--- config.mk ---
export PLATFORM = sky130hd
export DESIGN_NAME = if_fetch_stage
export DESIGN_NICKNAME = d
export VERILOG_FILES = /design/src/rtl/if_fetch_stage.sv
export SDC_FILE = /design/constraint.sdc
export NUM_CORES = 1
export LEC_CHECK = 0
export BUFFER_PORTS_ARGS = -buffer_cell sky130_fd_sc_hd__buf_2
export CAP_MARGIN = 20
export CORE_UTILIZATION = 46
export DETAILED_ROUTE_END_ITERATION = 10
export PLACE_DENSITY = 0.77
export SLEW_MARGIN = 20
export SYNTH_ARGS = -nofsm -noshare
export SYNTH_HDL_FRONTEND = slang
export SYNTH_SLANG_ARGS = --single-unit
--- constraint.sdc ---
create_clock -name clk -period 2.02 [get_ports clk]
set_input_delay 0.202 -clock clk [delete_from_list [all_inputs] [get_ports clk]]
set_output_delay 0.202 -clock clk [all_outputs]
set_load 0.02 [all_outputs]
--- src/rtl/if_fetch_stage.sv ---
// Instruction-fetch stage: owns the PC, drives the instruction SRAM and redirects on ID branches.
// Optional IF_PERF_CNT_EN adds fetch and redirect event counters.
module if_fetch_stage #(
    parameter logic [31:0] RESET_PC = 32'hBFBF_FFFC,
    parameter int          STALL_W  = 6,
    parameter int          BR_W     = 33,
    parameter int          IF_ID_W  = 33
) (
    input  logic               clk,
    input  logic               rst,
    input  logic [STALL_W-1:0] stall,
    input  logic [BR_W-1:0]    br_bus,
    output logic [IF_ID_W-1:0] if_to_id_bus,
    output logic               inst_sram_en,
    output logic [3:0]         inst_sram_wen,
    output logic [31:0]        inst_sram_addr,
    output logic [31:0]        inst_sram_wdata
`ifdef IF_PERF_CNT_EN
    ,
    output logic [31:0]        perf_fetch_cnt,
    output logic [31:0]        perf_redirect_cnt
`endif
);

    logic [31:0] pc_reg;
    logic        ce_reg;
    logic        br_pend;
    logic [31:0] br_pend_addr;
    logic [31:0] next_pc;
    logic        br_e;
    logic [31:0] br_addr;
    logic        advance;
    logic        unused_stall;

    assign br_e         = br_bus[32];
    assign br_addr      = br_bus[31:0];
    assign advance      = ~stall[0];
    assign unused_stall = ^stall[STALL_W-1:1];

    // A live branch beats one parked while the stage was stalled.
    always_comb begin
        next_pc = pc_reg + 32'd4;
        if (br_e) begin
            next_pc = br_addr;
        end else if (br_pend) begin
            next_pc = br_pend_addr;
        end
    end

    always_ff @(posedge clk or posedge rst) begin
        if (rst) begin
            pc_reg       <= RESET_PC;
            ce_reg       <= 1'b0;
            br_pend      <= 1'b0;
            br_pend_addr <= 32'b0;
        end else if (advance) begin
            pc_reg  <= next_pc;
            ce_reg  <= 1'b1;
            br_pend <= 1'b0;
        end else if (br_e) begin
            br_pend      <= 1'b1;
            br_pend_addr <= br_addr;
        end
    end

`ifdef IF_PERF_CNT_EN
    always_ff @(posedge clk or posedge rst) begin
        if (rst) begin
            perf_fetch_cnt    <= 32'b0;
            perf_redirect_cnt <= 32'b0;
        end else if (advance) begin
            perf_fetch_cnt <= perf_fetch_cnt + 32'd1;
            if (br_e || br_pend) begin
                perf_redirect_cnt <= perf_redirect_cnt + 32'd1;
            end
        end
    end
`endif

    assign if_to_id_bus    = {ce_reg, pc_reg};
    assign inst_sram_en    = ce_reg;
    assign inst_sram_wen   = 4'b0;
    assign inst_sram_addr  = pc_reg;
    assign inst_sram_wdata = 32'b0;

endmodule

# Word-level counts from Yosys, hierarchy flattened

Cells that the tools add are included.

Add/sub/neg operators: 1
Eq/ne operators: 1
Muxes and demuxes: 4
Reduce and logical (&&, ||, !) cells: 1

Operators with widths:

| kind                                                                    | number |
|---|---|
| 32-bit two-way mux                                                      | 2 |
| 32-bit by 3-bit adder with 32-bit output, second input constant         | 1 |
| 1-bit two-way mux                                                       | 2 |
| 2-bit by 1-bit inequality test with 1-bit output, second input constant | 1 |
| 2-bit AND reduction                                                     | 1 |

Register bits: 66
Bits of input ports: 41
Output and inout port bits: 102
Word-level logic and storage cells: 11

# Depth between registers and ports, before layout

Gate-level depths: netlist of run 1.

Depth in word-level cells: 3
Depth in mapped cells: 7
Gate-level depth less buffers: 5

# Worst setup path after synthesis of run 1

Ideal clock, no wire load.

Kind: flip-flop to flip-flop
From: register pc_reg[14], in the netlist inst_sram_addr[14]
To: register pc_reg[29], in the netlist inst_sram_addr[29]
Setup time: 0.064 ns
Arrival: 2.047 ns
Required time: 1.956 ns
Setup slack: -0.092 ns
Cell stages (with the launch flop): 6
Path buffers: 1
Period minus slack after synthesis: 2.112 ns
Path through: dfstp_2 > nand4_4 > or4_1 > buf_2 > or4_1 > nand3_1

Cells in the longest elaborated chain, start to end: 3

Ends and longest elaborated chain:

| item                                     | line | text |
|---|---|---|
| from (decl)                              | 25   | `logic [31:0] pc_reg;` |
| from (signal assigned)                   | 57   | `pc_reg <= next_pc;` |
| 32-bit by 3-bit adder with 32-bit output | 42   | `next_pc = pc_reg + 32'd4;` |
| 32-bit two-way mux                       | 45   | `end else if (br_pend) begin` |
| 32-bit two-way mux                       | 43   | `if (br_e) begin` |

No other way between the ends.
A chain may end at the register's enable or synchronous reset.

# Final worst setup path of run 1

From: register pc_reg[13], in the netlist inst_sram_addr[13]
To: register pc_reg[23], in the netlist inst_sram_addr[23]

Same word-level chain as after synthesis.

==> results.toml, run 1 <==
[floorplanning]
pin_count = 143
num_rows = 34
start_util = 0.486
die_x_um = 98.9
dieArea_um2 = 9780
fp.dieH_um = 98.9
coreArea_um2 = 8890

[global_routing]
grt_pass1_vias = 3631
grt_start_max_net_pins = 67
antenna_found_initial = 0
grt_pass1_wl_um = 17900
grt_use_total = 0.231
grt-ovfl-total = 0

[cts]
clk_path_buf_depth = 2
root_buffer = "clkbuf_8"
cts_tree = "yes"
cts.sinks = 66
clk_pin_slew_ns = 0.08
cts_buffers = 9
htreeDepth = 3
clock_latency_ns = 0.35

[power_and_ir_drop]
power.total_mw = 4.30
pwr-share-clk = 0.292
power_density_nw_per_um2 = 848
p_seq_frac = 0.412
comb_power_share = 0.296
internal_power_mw = 2.80
peakVddDrop_mv = 0.394
leakagePower_nw = 2.25
switching_share = 0.348
p_switching_mw = 1.49

[synthesis]
ys_types = 56
synth_compound_area_frac = 0.168
yosysWarnings = 0
yosys.area_share.xor_xnor = 0.0101
synthSimpleGateAreaFrac = 0.177
synth-seq-cells = 66
synthMuxAreaShare = 0.0895
yosysSeqAreaShare = 0.390
synth_async_sr_flop_share = 1.00
dominantRegCellSynth = "dfrtp_1"
syn_area_per_cell_um2 = 9.15
syn_inst = 472
synth_top_family_by_area = "simple AND/OR/NAND/NOR gates"
synth-edff-count = 0
synth.cell_area_um2 = 4320
synthAdderAreaFrac = 0.00290

[finish]
drive_gt1_frac = 0.398
design_area_um2 = 5070
antennaDiodeCount = 0
ff_latch_area_um2 = 1690
fin_util = 0.571
nNetsFinal = 603
fill_cells = 816
syn_to_final_growth_pct = 17.4
layout_common_cells = "101 x buf_2, 38 x dfrtp_1, 38 x buf_4"
multi_input_area_um2 = 2110
final_common_cell = "buf_2"

[drt]
first_pass_iters = 5
drt_iter0_drc = 316
antenna_left = 0
wl_um = 10900
viasPerCell = 5.69
route.vias.total = 3838
wl_per_cell_um = 16.2
drc = 0

[sta]
period_share = 1.01
hold_viol_final = 0
final.min_clock_period_ns = 2.04
clock-skew-final_ns = 0.00844
worst_pin_slew_ns = 0.966
fmax_mhz = 489
setup_tns_ns = -0.0465
hold_slack_ns = 0.0919
slew_headroom = 0.355
rsz0062_at_grt = "true"
fin_ws_ns = -0.0234
finalSetupViolCount = 3
maxSlewViolCount = 0

[placed_design]
dpl_cell_area_um2 = 4780
dp.final_hpwl_um = 7650
numPortBuffers = 101
place_congestion = 0.847

[worst_setup_path]
critPathLaunchType = "register"
cp_max_fo = 8
critPathCaptureType = "register"
required_ns = 2.32
path_class = "register to register"
worst_ep_arrival_time_ns = 2.34

[min_path]
worstHoldPathType = "input port to register"

[status]
status = "complete, but fails checks"
violations = "negative setup slack"

[flow_run]
timing.max_cap.violations = 0
[path summary, 6_finish.rpt]
check                      depth (start not counted)  slack (ns)               start                 end
setup / recovery                                   4       -0.02  inst_sram_addr[13]  inst_sram_addr[23]
hold / removal                                     2        0.09          br_bus[20]    br_pend_addr[20]
setup reg to reg                                   4       -0.02  inst_sram_addr[13]  inst_sram_addr[23]
hold reg to reg                                    1        0.49        inst_sram_en        inst_sram_en
max in group asynchronous                          4        1.23                 rst  inst_sram_addr[16]
min in group asynchronous                          4        0.46                 rst     br_pend_addr[2]
[cells in the mapped netlist (all sizes together), types with 4 or more instances]
cell type	instances	share of area
dfstp	28	0.17
xnor2	4	0.0081
nand3	17	0.020
o211ai	9	0.016
mux2	29	0.076
a21oi	31	0.036
clkbuf	28	0.024
nor3	10	0.012
nor2b	8	0.012
a221o	5	0.012
nor4	10	0.014
nand3b	7	0.012
mux2i	6	0.014
or3	4	0.0058
o21ai	23	0.027
o21a	4	0.0070
and3	5	0.0072
or4	8	0.014
inv	14	0.012
nand2	33	0.029
o311ai	4	0.0081
nor2	15	0.013
buf	73	0.12
and4	4	0.0081
a22oi	6	0.010
dfrtp	38	0.22
nand4	9	0.017
[area by class of cell]
class                      count  share of cell area
inverter                      15              0.0111
clock inverter                 5              0.0153
clock buffer                  11              0.0279
multi-input combinational    325               0.416
timing repair buffer         144               0.170
tap                          108              0.0266
sequential                    66               0.333
[power groups by stage]
stage	sequential (mW)	clock [mW]	combinational, mW
final	1.77	1.26	1.27
after detailed placement	1.79	0	1.25
after global routing	1.80	1.33	1.38
after CTS	1.77	1.27	1.27
after global placement	1.77	0	1.23
after floorplan	1.90	0	0.849
[sequential cells by signal, indices dropped and copies added (netlist names)]
| name | flops |
|---|---|
| br_pend_addr | 32 |
| inst_sram_addr | 32 |
| br_pend | 1 |
| inst_sram_en | 1 |
[stage by stage]
stage / setup WS, ns / instances
floorplan: -0.0538 / 507
global placement: 0.0600 / 653
detailed placement: -0.00260 / 653
CTS: -0.0247 / 674
global route: -0.0948 / 674
finish: -0.0234 / 674
[logic make-up (layout without fill, tap and decap cells)]
family,after synthesis,count (layout)
and+or+nand+nor,139,139
buffers and inverters,116,175
AOI/OAI and AO/OA,109,109
DFF,66,66
muxes,35,35
xor gates and xnor gates,5,5
adders and majority gates,1,1
other,1,36
[critical path, cell delays in order, from the launching register on]
cell and delay [ns]:
dfstp_2 0.54, nand4_1 0.21, or4_4 0.64, or4_1 0.51, nand3_2 0.08
[repair_timing]
item	4_1_cts	5_1_grt
hold endpoints to repair	38	0
gates resized for setup	2	4
hold buffers	1	0
endpoints found under the setup margin	2	12
pin swaps	4	4
buffers inserted	4	0
gates cloned	0	0
[routing by layer]
layer | track usage | part of all wire | up-vias
met2 | 0.360 | 0.46 | 183
met4 | 0.127 | 0.032 | 0
met1 | 0.313 | 0.45 | 1822
li1 | - | - | 1800
met3 | 0.0298 | 0.060 | 33
met5 | 0 | 0 | -
No activity file was read; power rests on OpenSTA's default activity.
==> run 2: changes to the inputs <==
--- a/config.mk
+++ b/config.mk
@@ -7,9 +7,12 @@
 export LEC_CHECK = 0
 export BUFFER_PORTS_ARGS = -buffer_cell sky130_fd_sc_hd__buf_2
 export CAP_MARGIN = 20
-export CORE_UTILIZATION = 46
+export CELL_PAD_IN_SITES_DETAIL_PLACEMENT = 1
+export CELL_PAD_IN_SITES_GLOBAL_PLACEMENT = 1
+export CORE_UTILIZATION = 35
+export CTS_BUF_LIST = sky130_fd_sc_hd__clkbuf_4 sky130_fd_sc_hd__clkbuf_8
 export DETAILED_ROUTE_END_ITERATION = 10
-export PLACE_DENSITY = 0.77
+export PLACE_DENSITY = 0.84
 export SLEW_MARGIN = 20
 export SYNTH_ARGS = -nofsm -noshare
 export SYNTH_HDL_FRONTEND = slang
==> run 2 against run 1 <==
- the flow now finishes without violations
- global-route usage shrank 2.1 points
- count of clock-buffer cells in the layout shrank 2
- hold slack lost 0.014 ns
- sequential power is essentially flat
- critical path type unchanged
- largest cell class unchanged
- highest routed layer unchanged
==> results.toml, run 2 (synthesis results as in run 1) <==
[finish]
syn_to_final_growth_pct = 18.7
drive_gt1_frac = 0.402
nNetsFinal = 607
design_area_um2 = 5130
layout_common_cells = "101 x buf_2, 44 x buf_4, 38 x dfrtp_1"
final_common_cell = "buf_2"
antennaDiodeCount = 0
final_cell_count_no_fill = 717
fill_cells = 1432

[drt]
first_pass_iters = 4
antenna_left = 0
wl_per_cell_um = 18.3
drt_iter0_drc = 154
wl_um = 13100
drc = 0
route.vias.total = 3973
viasPerCell = 5.54

[power_and_ir_drop]
peakVddDrop_mv = 0.416
power_density_nw_per_um2 = 849
leakagePower_nw = 2.26

[worst_setup_path]
rr_startpoint = "inst_sram_addr[3]"
cp-endpoint = "inst_sram_addr[20]"
cp_max_fo = 11
path_class = "register to register"
critPathLaunchType = "register"
worst_ep_arrival_time_ns = 2.30
worstReg2RegEnd = "inst_sram_addr[20]"
r2r_setup_slack_ns = 0.03
required_ns = 2.33
crit_start = "inst_sram_addr[3]"
reg2reg_depth = 6
critPathCaptureType = "register"

[placed_design]
numPortBuffers = 101
place_congestion = 0.836
dpl_cell_area_um2 = 4840
dp.final_hpwl_um = 9200
preCtsSetupSlack_ns = 0.00600
dp.cells = 695

[sta]
worst_pin_slew_ns = 0.988
final.min_clock_period_ns = 1.99
rsz0062_at_grt = "true"
slew_headroom = 0.340
hold_viol_final = 0
finalSetupViolCount = 0
fmax_mhz = 501
clock-skew-final_ns = 0.0122
fin_ws_ns = 0.0258
period_share = 0.987
maxSlewViolCount = 0

[min_path]
worstHoldPathType = "input port to register"
min_path_cells = 2
hold_start = "br_bus[4]"

[floorplanning]
coreArea_um2 = 12000
dieArea_um2 = 12800
start_util = 0.360
die_x_um = 113
fp.dieH_um = 113
num_rows = 40
pin_count = 143

[cts]
root_buffer = "clkbuf_8"
clock_latency_ns = 0.37
clk_path_buf_depth = 2
cts_tree = "yes"
htreeDepth = 3
clk_pin_slew_ns = 0.08
cts.sinks = 66
cts_buffers = 9

[global_routing]
antenna_found_initial = 0
grt_use_total = 0.210
grt_start_max_net_pins = 67
grt_pass1_vias = 4140
grt-ovfl-total = 0
grt_pass1_wl_um = 21000

[flow_run]
timing.max_cap.violations = 0

[status]
status = "finished clean"
-- run 2: cell count changes in the layout (fill, tap and decap cells not counted), sizes merged --
cell / change
buf: +4
clkbuf: -2
clkinv: +1
clkinvlp: +1
-- run 2: area by class of cell --
class                   count  area (um^2)  share of cell area
multi-input cells         325         2110               0.411
flip-flops and latches     66         1690               0.329
repair buffers            148          877               0.171
well taps                 147          184              0.0359
clock buffers               9          124              0.0242
clock inverters             7         93.8              0.0183
inverters                  15         56.3              0.0110
-- run 2: timing repair --
action,in CTS,in global routing
endpoints found under the hold margin,38,0
setup buffers,0,5
hold buffers,1,0
endpoints found under the setup margin,2,9
pin swaps,1,2
resized for setup,2,3
-- run 2: worst min-delay path by stage --
stage	to
2_1_floorplan	inst_sram_addr[12]
3_3_place_gp	br_pend_addr[5]
3_5_place_dp	br_pend_addr[5]
4_1_cts	br_pend_addr[4]
5_1_grt	br_pend_addr[2]
6_report	br_pend_addr[4]
-- run 2: per-layer routing --
layer / vias to the layer above / part of all wire / wire (um) / GRT usage
met4: 0 / 0.014 / 177 / 0.0649
met3: 20 / 0.051 / 662 / 0.0428
met1: 2007 / 0.42 / 5490 / 0.256
li1: 1797 / - / - / -
met2: 149 / 0.52 / 6770 / 0.371
met5: - / 0 / 0 / 0
-- run 2: critical path, stage by stage (launching register included) --
cell and delay (ns):
dfstp_2 0.59, ha_4 0.16, nand3_2 0.11, buf_6 0.16, or3_4 0.34, or4b_1 0.48, nand3_1 0.10
-- run 2: power by group --
| part | total (mW) | internal [mW] | switching, mW |
|---|---|---|---|
| Clock | 1.26 | 0.692 | 0.568 |
| Sequential | 1.78 | 1.58 | 0.201 |
| Combinational | 1.31 | 0.505 | 0.807 |
-- run 2: metrics by stage --
| step | power [mW] | utilization | TNS, ns | hold WS (ns) |
|---|---|---|---|---|
| floorplan | 2.75 | - | -0.137 | 0.337 |
| global placement | 3.02 | 0.403 | 0 | 0.301 |
| CTS | 4.35 | 0.423 | 0 | 0.0757 |
| detailed placement | 3.09 | 0.403 | 0 | 0.305 |
| finish | 4.35 | 0.427 | 0 | 0.0779 |
| global route | 4.57 | 0.427 | -0.0810 | 0.0781 |
